File: config.mk
export PLATFORM = sky130hd
export DESIGN_NAME = div_share_arbiter
export DESIGN_NICKNAME = d
export VERILOG_FILES = /design/src/rtl/div_share_arbiter.sv
export SDC_FILE = /design/constraint.sdc
export NUM_CORES = 1
export LEC_CHECK = 0
export CAP_MARGIN = 20
export CORE_UTILIZATION = 43
export CTS_BUF_LIST = sky130_fd_sc_hd__clkbuf_8
export CTS_CLUSTER_SIZE = 14
export DETAILED_ROUTE_END_ITERATION = 6
export GPL_TIMING_DRIVEN = 0
export PLACE_DENSITY = 0.89
export SLEW_MARGIN = 15
export SYNTH_ARGS = -nofsm -noshare
export SYNTH_HDL_FRONTEND = slang
export SYNTH_SLANG_ARGS = --single-unit
File: constraint.sdc
create_clock -name i_clk -period 4.5 [get_ports i_clk]
set_input_delay 0.9 -clock i_clk [delete_from_list [all_inputs] [get_ports i_clk]]
set_output_delay 0.9 -clock i_clk [all_outputs]
set_load 0.02 [all_outputs]
File: src/rtl/div_share_arbiter.sv
// Round-robin arbiter that shares one iterative 3-cycle divider among N_REQ requesters.
// Zero divisors are answered locally with a saturated quotient and never reach the divider.
module div_share_arbiter #(
  parameter int unsigned N_REQ  = 4,
  parameter int unsigned ID_W   = 2,
  parameter int unsigned DATA_W = 16
) (
  input  logic                    i_clk,
  input  logic                    i_rst,
  input  logic [N_REQ-1:0]        i_req_valid,
  input  logic [N_REQ*DATA_W-1:0] i_req_a,
  input  logic [N_REQ*DATA_W-1:0] i_req_b,
  output logic [N_REQ-1:0]        o_req_ready,
  output logic                    o_rsp_valid,
  output logic [ID_W-1:0]         o_rsp_id,
  output logic [DATA_W-1:0]       o_rsp_data,
  output logic                    o_rsp_dz,
  input  logic                    i_rsp_ready,
  output logic [DATA_W-1:0]       o_div_a,
  output logic [DATA_W-1:0]       o_div_b,
  output logic                    o_div_en,
  input  logic                    i_div_fin,
  input  logic [DATA_W-1:0]       i_div_result,
  output logic                    o_busy
);

  localparam int unsigned       WD_W    = 2;
  localparam logic [WD_W-1:0]   WD_LAST = WD_W'(3);
  localparam logic [DATA_W-1:0] SAT_POS = {1'b0, {(DATA_W-1){1'b1}}};
  localparam logic [DATA_W-1:0] SAT_NEG = {1'b1, {(DATA_W-1){1'b0}}};

  typedef enum logic [1:0] {
    IDLE = 2'd0,
    RUN  = 2'd1,
    RESP = 2'd2
  } state_e;

  state_e            state_q, state_d;
  logic [ID_W-1:0]   ptr_q, ptr_d;
  logic [ID_W-1:0]   id_q, id_d;
  logic [DATA_W-1:0] a_q, a_d;
  logic [DATA_W-1:0] b_q, b_d;
  logic [DATA_W-1:0] data_q, data_d;
  logic              dz_q, dz_d;
  logic              wd_q, wd_d;
  logic [WD_W-1:0]   cnt_q, cnt_d;
  logic              rsp_valid_q, rsp_valid_d;
  logic              div_en_q, div_en_d;
  logic              busy_q, busy_d;

  logic              found_c;
  logic              open_c;
  logic [ID_W-1:0]   cand_c;
  logic [ID_W-1:0]   win_c;
  logic [DATA_W-1:0] win_a_c;
  logic [DATA_W-1:0] win_b_c;
  logic [N_REQ-1:0]  req_ready_c;

  // Round-robin winner: first valid requester after the last one served.
  always_comb begin
    found_c = 1'b0;
    cand_c  = '0;
    win_c   = '0;
    win_a_c = '0;
    win_b_c = '0;
    for (int unsigned n = 0; n < N_REQ; n++) begin
      cand_c = ID_W'((32'(ptr_q) + n + 32'd1) % N_REQ);
      if (!found_c && i_req_valid[cand_c]) begin
        found_c = 1'b1;
        win_c   = cand_c;
      end
    end
    for (int unsigned k = 0; k < N_REQ; k++) begin
      if (win_c == ID_W'(k)) begin
        win_a_c = i_req_a[k*DATA_W +: DATA_W];
        win_b_c = i_req_b[k*DATA_W +: DATA_W];
      end
    end
  end

  // Next-state and datapath; a zero divisor spends one quiet RUN cycle with the divider idle.
  always_comb begin
    state_d     = state_q;
    ptr_d       = ptr_q;
    id_d        = id_q;
    a_d         = a_q;
    b_d         = b_q;
    data_d      = data_q;
    dz_d        = dz_q;
    wd_d        = wd_q;
    cnt_d       = cnt_q;
    open_c      = 1'b0;
    req_ready_c = '0;

    unique case (state_q)
      IDLE: open_c = 1'b1;
      RUN: begin
        if (dz_q) begin
          state_d = RESP;
        end else if (i_div_fin) begin
          data_d  = i_div_result;
          state_d = RESP;
        end else if (cnt_q == WD_LAST) begin
          data_d  = '0;
          dz_d    = 1'b1;
          wd_d    = 1'b1;
          state_d = RESP;
        end else begin
          cnt_d = cnt_q + WD_W'(1);
        end
      end
      RESP: begin
        if (i_rsp_ready) begin
          state_d = IDLE;
          wd_d    = 1'b0;
          open_c  = !wd_q;
        end
      end
      default: state_d = IDLE;
    endcase

    if (open_c && found_c) begin
      req_ready_c = N_REQ'(1) << win_c;
      ptr_d       = win_c;
      id_d        = win_c;
      a_d         = win_a_c;
      b_d         = win_b_c;
      cnt_d       = '0;
      wd_d        = 1'b0;
      state_d     = RUN;
      if (win_b_c == '0) begin
        dz_d   = 1'b1;
        data_d = win_a_c[DATA_W-1] ? SAT_NEG : SAT_POS;
      end else begin
        dz_d = 1'b0;
      end
    end

    rsp_valid_d = (state_d == RESP);
    div_en_d    = (state_d == RUN) && !dz_d;
    busy_d      = (state_d != IDLE);
  end

  always_ff @(posedge i_clk or posedge i_rst) begin
    if (i_rst) begin
      state_q     <= IDLE;
      ptr_q       <= ID_W'(N_REQ - 1);
      id_q        <= '0;
      a_q         <= '0;
      b_q         <= '0;
      data_q      <= '0;
      dz_q        <= 1'b0;
      wd_q        <= 1'b0;
      cnt_q       <= '0;
      rsp_valid_q <= 1'b0;
      div_en_q    <= 1'b0;
      busy_q      <= 1'b0;
    end else begin
      state_q     <= state_d;
      ptr_q       <= ptr_d;
      id_q        <= id_d;
      a_q         <= a_d;
      b_q         <= b_d;
      data_q      <= data_d;
      dz_q        <= dz_d;
      wd_q        <= wd_d;
      cnt_q       <= cnt_d;
      rsp_valid_q <= rsp_valid_d;
      div_en_q    <= div_en_d;
      busy_q      <= busy_d;
    end
  end

  assign o_req_ready = req_ready_c;
  assign o_rsp_valid = rsp_valid_q;
  assign o_rsp_id    = id_q;
  assign o_rsp_data  = data_q;
  assign o_rsp_dz    = dz_q;
  assign o_div_a     = a_q;
  assign o_div_b     = b_q;
  assign o_div_en    = div_en_q;
  assign o_busy      = busy_q;

endmodule

== Yosys cells after proc, flatten, opt, wreduce, memory -nomap -nowiden ==
Cells that the tools add are included.
Storage, ports and cells
  output and inout port bits: 58
  bits in registers: 61
  word-level logic and storage cells: 114
  bits of input ports: 152
Operators by class
  add/sub/neg operators: 7
  shift-type cells: 1
  equal/unequal tests: 15
  muxes and demuxes: 57
  order comparisons: 4
  reduce and logical (&&, ||, !) cells: 18
Operators with widths (count)
  16-bit 2-to-1 mux: 15
  2-bit 2-to-1 mux: 14
  1-bit 2-to-1 mux: 20
  16-bit logical NOT: 1
  2-bit by 3-bit < comparator with 1-bit output, second input constant: 4
  3-bit != test, second input constant: 4
  2-bit by 1-bit adder with 2-bit output, second input constant: 5
  2-bit == test, second input constant: 5
  1-bit binary-select mux with 2-bit select: 4
  2-bit by 1-bit == test with 1-bit output, second input constant: 3
  2-bit by 1-bit != test with 1-bit output, second input constant: 3
  2-bit one-hot mux with 3 select lines: 1
  1-bit logical AND: 5
  1-bit logical NOT: 5
  5-bit AND reduction: 1
  2-bit adder, second input constant: 2
  2-bit logical NOT: 2
  4-bit 2-to-1 mux: 1
  1-bit one-hot mux with 2 select lines: 2
  4-bit AND reduction: 1
  2-bit nonzero test: 2
  1-bit by 2-bit << shifter with 4-bit output, first input constant: 1
  3-bit nonzero test: 1

== Longest topological paths before layout ==
  word-level depth: 23
  gate-level depth with buffers: 10
  depth with buffers taken out: 7

== Worst setup path before layout ==
Ideal clock, no wire load.
  path kind: input to output
  from: input i_req_valid[2]
  to: output o_req_ready[1]
  data required time: 3.600 ns
  buffers on the path: 2
  arrival: 2.347 ns
  setup slack: 1.253 ns
  cell stages on the path: 6
  cells stage by stage: nand2b_1 -> a21o_4 -> and3_1 -> clkbuf_1 -> clkbuf_1 -> nor3_1
On the way
  word-level cells in the longest chain between the ends: 14
  elaborated cells between the ends (all ways): 25
  those cells by class: shift (1); mux (17); reduce/logical (7)
Ends and longest elaborated chain
  from (decl): line 10  | input logic [N_REQ-1:0] i_req_valid,
  1-bit binary-select mux with 2-bit select: line 68  | if (!found_c && i_req_valid[cand_c]) begin
  1-bit 2-to-1 mux (not written as such): line 68
  1-bit 2-to-1 mux: line 68
  1-bit logical NOT: line 68
  1-bit logical AND: line 68
  1-bit 2-to-1 mux: line 68
  1-bit logical NOT: line 68
  1-bit logical AND: line 68
  1-bit 2-to-1 mux: line 68
  1-bit logical NOT: line 68
  1-bit logical AND: line 68
  2-bit 2-to-1 mux / 1-bit 2-to-1 mux (equally long branches): line 68
  1-bit by 2-bit << shifter with 4-bit output / 1-bit logical AND (equally long branches): line 123, 122
  4-bit 2-to-1 mux (*): line 122  | if (open_c && found_c) begin
  to (decl): line 13  | output logic [N_REQ-1:0] o_req_ready,
Every way passes the cells marked *; elsewhere a longest branch is shown, timed or not. The select of a mux whose other input is x is not followed.

== Worst setup path after layout ==
  from: input i_req_valid[3]
  to: output o_req_ready[3]
The elaborated chain is that of the path after synthesis.

==> reports/results.tsv <==
metric	value	unit
PwrDens	632	nW/µm²
level count of the clock H-tree	3	
highest fanout seen on the critical path	10	
number of warnings issued by yosys	0	
number of fillers in the final layout	628	
Total Die Area	9070	µm²
CTS tree	done	
static leakage power	2.82	nW
worst setup path startpoint	i_req_valid[3]	
WP data arrival	3.40	ns
quantity of I/O buffers inserted on ports	209	
area fraction of the dominant cell type after synthesis	0.395	
critical hold path startpoint	o_div_b[15]	
die extent in y	95.2	µm
biggest area consumer among synthesized cells	dfrtp_1	
Vias/cell	5.34	
global-route wire length before repair	19600	µm
maximum frequency from static timing analysis	232	MHz
number of synthesized flops with an enable pin	0	
number of cells in the finished layout apart from fillers	766	
largest cells by area after synthesis	dfrtp_1, nand2_1, nand3_1	
first-pass detailed-route iteration total	4	
critical path endpoint category	output pin	
Layout Cell Area excl Fill	6180	µm²
area after detailed placement	5960	µm²
primary flip-flop cell chosen by synthesis mapping	dfrtp_1	
routed via count	4088	
peak supply drop	283	µV
area growth from synthesis to layout	65.3	%
worst min-delay path class	flip-flop to flip-flop	
Mapped Area	3740	µm²
CTS clk-pin slew, worst paths	0.06	ns
flop and latch count out of synthesis	61	
total internal power	2.22	mW
number of different library cells in the post-synthesis netlist	46	
origin of the critical flop-to-flop path	ptr_q[0]	
final clock period utilization by the worst path	0.956	
Clk Latency, worst-skew pair	0.35	ns
final worst path period need	4.30	ns
Slowest Stage Delay on Critical Path	0.56	ns
antenna viol nets, final	0	
die width	95.2	µm
portion of total power attributed to the clock network	0.143	
CTS sink count	61	
async set or reset register ratio after synthesis	1.00	
placed insts	753	
Site Rows	33	
layout net count	809	
DRC violation total after the first TritonRoute iteration	109	
starting density of the core	0.450	
maximum number of pins on one net before global-route repair	62	
initial antenna violation count	0	
remaining global-route overflow	0	
critical path's most frequent cell	clkdlybuf4s50_1	
core area	8300	µm²
worst slew margin relative to its limit	0.359	
number of buffers added by the clock tree synthesis step	9	
average wire per cell in the routed design	17.2	µm
number of global-route vias before repair	4131	
Post-Route Setup TNS	0	ns
Clock Tree Root	clkbuf_8	
mean instance size in the synthesized netlist	8.51	µm²
skew final	0.00856	ns
status	finished clean	
Total Routing Usage GR	0.292	
total I/O pin count	210	
Maximum Capacitance Violations	0	
routed wire length	13200	µm
cell count after synthesis	439	
DP HPWL	10500	µm
net switching share of the total power	0.431	
share of total power in combinational logic	0.602	
antenna diode count	0	
cells along the critical path	clkdlybuf4s50_1 > or2_2 > or3_1 > and2_1 > clkbuf_1 > nand2_1 > nor2_1 > clkdlybuf4s50_1	
kind of cell with the highest combined delay on the critical path	buffers and inverters	
hold violation total from the final report	0	
fraction of layout instances using a drive strength above 1	0.0847	
number of buffers and inverters on the critical path	3	
Longest Clk Path Bufs	2	
smallest hold slack	0.475	ns
setup repair after global routing missed its margin	false	
remaining design rule violation count	0	
number of slew-limit violations in the final report	0	
number of buffers added for setup after CTS	0	
net switching component of the power	1.68	mW
part of the Yosys area used for sequential elements	0.409	
sequential group share of total power	0.255	
measured slew at the worst slew-check pin	0.959	ns
final number of setup-violating endpoints	0	
final estimated routing congestion in global placement	0.894	
Mapped Nets	592	
required time of the worst setup path	3.60	ns
CP startpoint kind	input pin	
worst setup path class	input pin to output pin	
cell at the slowest stage of the critical path	clkdlybuf4s50_1	
==> path summary, 6_finish.rpt <==
path | end | slack, ns | depth (start not counted)
max in group asynchronous | o_div_a[3] | 2.94 | 2
setup reg to reg | o_rsp_data[11] | 1.17 | 9
min in group asynchronous | o_rsp_data[10] | 1.06 | 2
hold / removal | o_div_b[15] | 0.48 | 2
hold reg to reg | o_div_b[15] | 0.48 | 2
setup / recovery | o_req_ready[3] | 0.20 | 8
==> repair_timing <==
action,4_1_cts,5_1_grt
resized for setup,1,0
endpoints found under the setup margin,4,4
hold buffers,0,0
hold endpoints to repair,0,0
pin swaps,0,0
==> state kept, by name, summed over array words and instances, names as in the netlist <==
signal	count
o_rsp_data	16
o_busy	1
cnt_q	2
ptr_q	2
state_q	2
o_div_a	16
wd_q	1
o_rsp_id	2
o_rsp_dz	1
o_rsp_valid	1
o_div_en	1
o_div_b	16
==> cells in the mapped netlist, drive strengths merged, types with 2 or more instances <==
cell type / count
nand2: 180
dfrtp: 59
nand3: 59
clkbuf: 23
mux2i: 19
mux2: 17
mux4: 11
nor2: 9
buf: 7
nand2b: 5
nor4: 5
o21ai: 5
a21oi: 4
nor3: 4
and3: 3
nor2b: 3
a31oi: 2
dfstp: 2
o22ai: 2
or2: 2
or3: 2
or4: 2
==> metal layers <==
layer | share of wire | GRT usage | vias up | wire, µm
li1 | - | - | 1930 | -
met1 | 0.36 | 0.312 | 1915 | 4700
met2 | 0.53 | 0.541 | 213 | 7010
met3 | 0.081 | 0.0702 | 30 | 1060
met4 | 0.030 | 0.126 | 0 | 395
met5 | 0 | 0 | - | 0
==> layout by cell type, fill, tap and decap left out, types with 3 or more instances in the layout <==
cell type / synthesis / final
and3_1: 3 / 3
mux4_2: 5 / 5
clkdlybuf4s50_1: 0 / 209
nand3_1: 58 / 58
dfrtp_1: 59 / 59
buf_1: 4 / 4
nand2b_1: 5 / 5
clkbuf_8: 0 / 11
nor4_2: 3 / 3
nor2_1: 9 / 9
clkbuf_1: 23 / 19
a21oi_1: 4 / 4
mux2_2: 16 / 16
nand2_1: 180 / 180
nor3_1: 4 / 4
mux2i_1: 19 / 19
mux4_1: 6 / 6
==> per-stage QoR <==
| step | util | total power [mW] | setup WS [ns] |
|---|---|---|---|
| 2_1_floorplan | - | 2.36 | 1.25 |
| 3_3_place_gp | 0.718 | 3.28 | -0.228 |
| 3_5_place_dp | 0.719 | 3.36 | -0.271 |
| 4_1_cts | 0.745 | 3.92 | 0.0324 |
| 5_1_grt | 0.744 | 4.17 | 0.0623 |
| 6_report | 0.744 | 3.91 | 0.198 |
==> logic make-up after synthesis <==
kind of cell / count (synthesis) / share of synthesized area
buf+inv: 31 / 0.0382
mux: 47 / 0.175
flops: 61 / 0.409
fa+ha+maj: 1 / 0.00335
xor+xnor: 1 / 0.00234
compound gates: 21 / 0.0442
simple gates: 277 / 0.327
==> tightest hold or removal path, stage by stage, from the launching register on <==
cell	delay, ns
dfrtp_1	0.34
nand2_1	0.05
nand2_1	0.06
==> layout make-up <==
type                       count  area (µm²)  share of cell area
clock inverter                 5        73.8              0.0119
tap                          105         131              0.0213
sequential                    61        1530               0.247
buffer                        27         129              0.0209
multi-input combinational    347        2070               0.334
clock buffer                  11         151              0.0245
timing repair buffer         209        2090               0.339
inverter                       1        6.26             0.00101
==> power by group through the flow <==
stage                     Sequential (mW)  Clock [mW]  Combinational [mW]
after detailed placement             1.00           0                2.35
final                               0.997       0.558                2.35
after global placement              0.991           0                2.29
after floorplan                      1.27           0                1.09
after global routing                 1.02       0.594                2.56
after CTS                           0.998       0.562                2.36
Note: power is estimated with default switching activity, not from simulation.
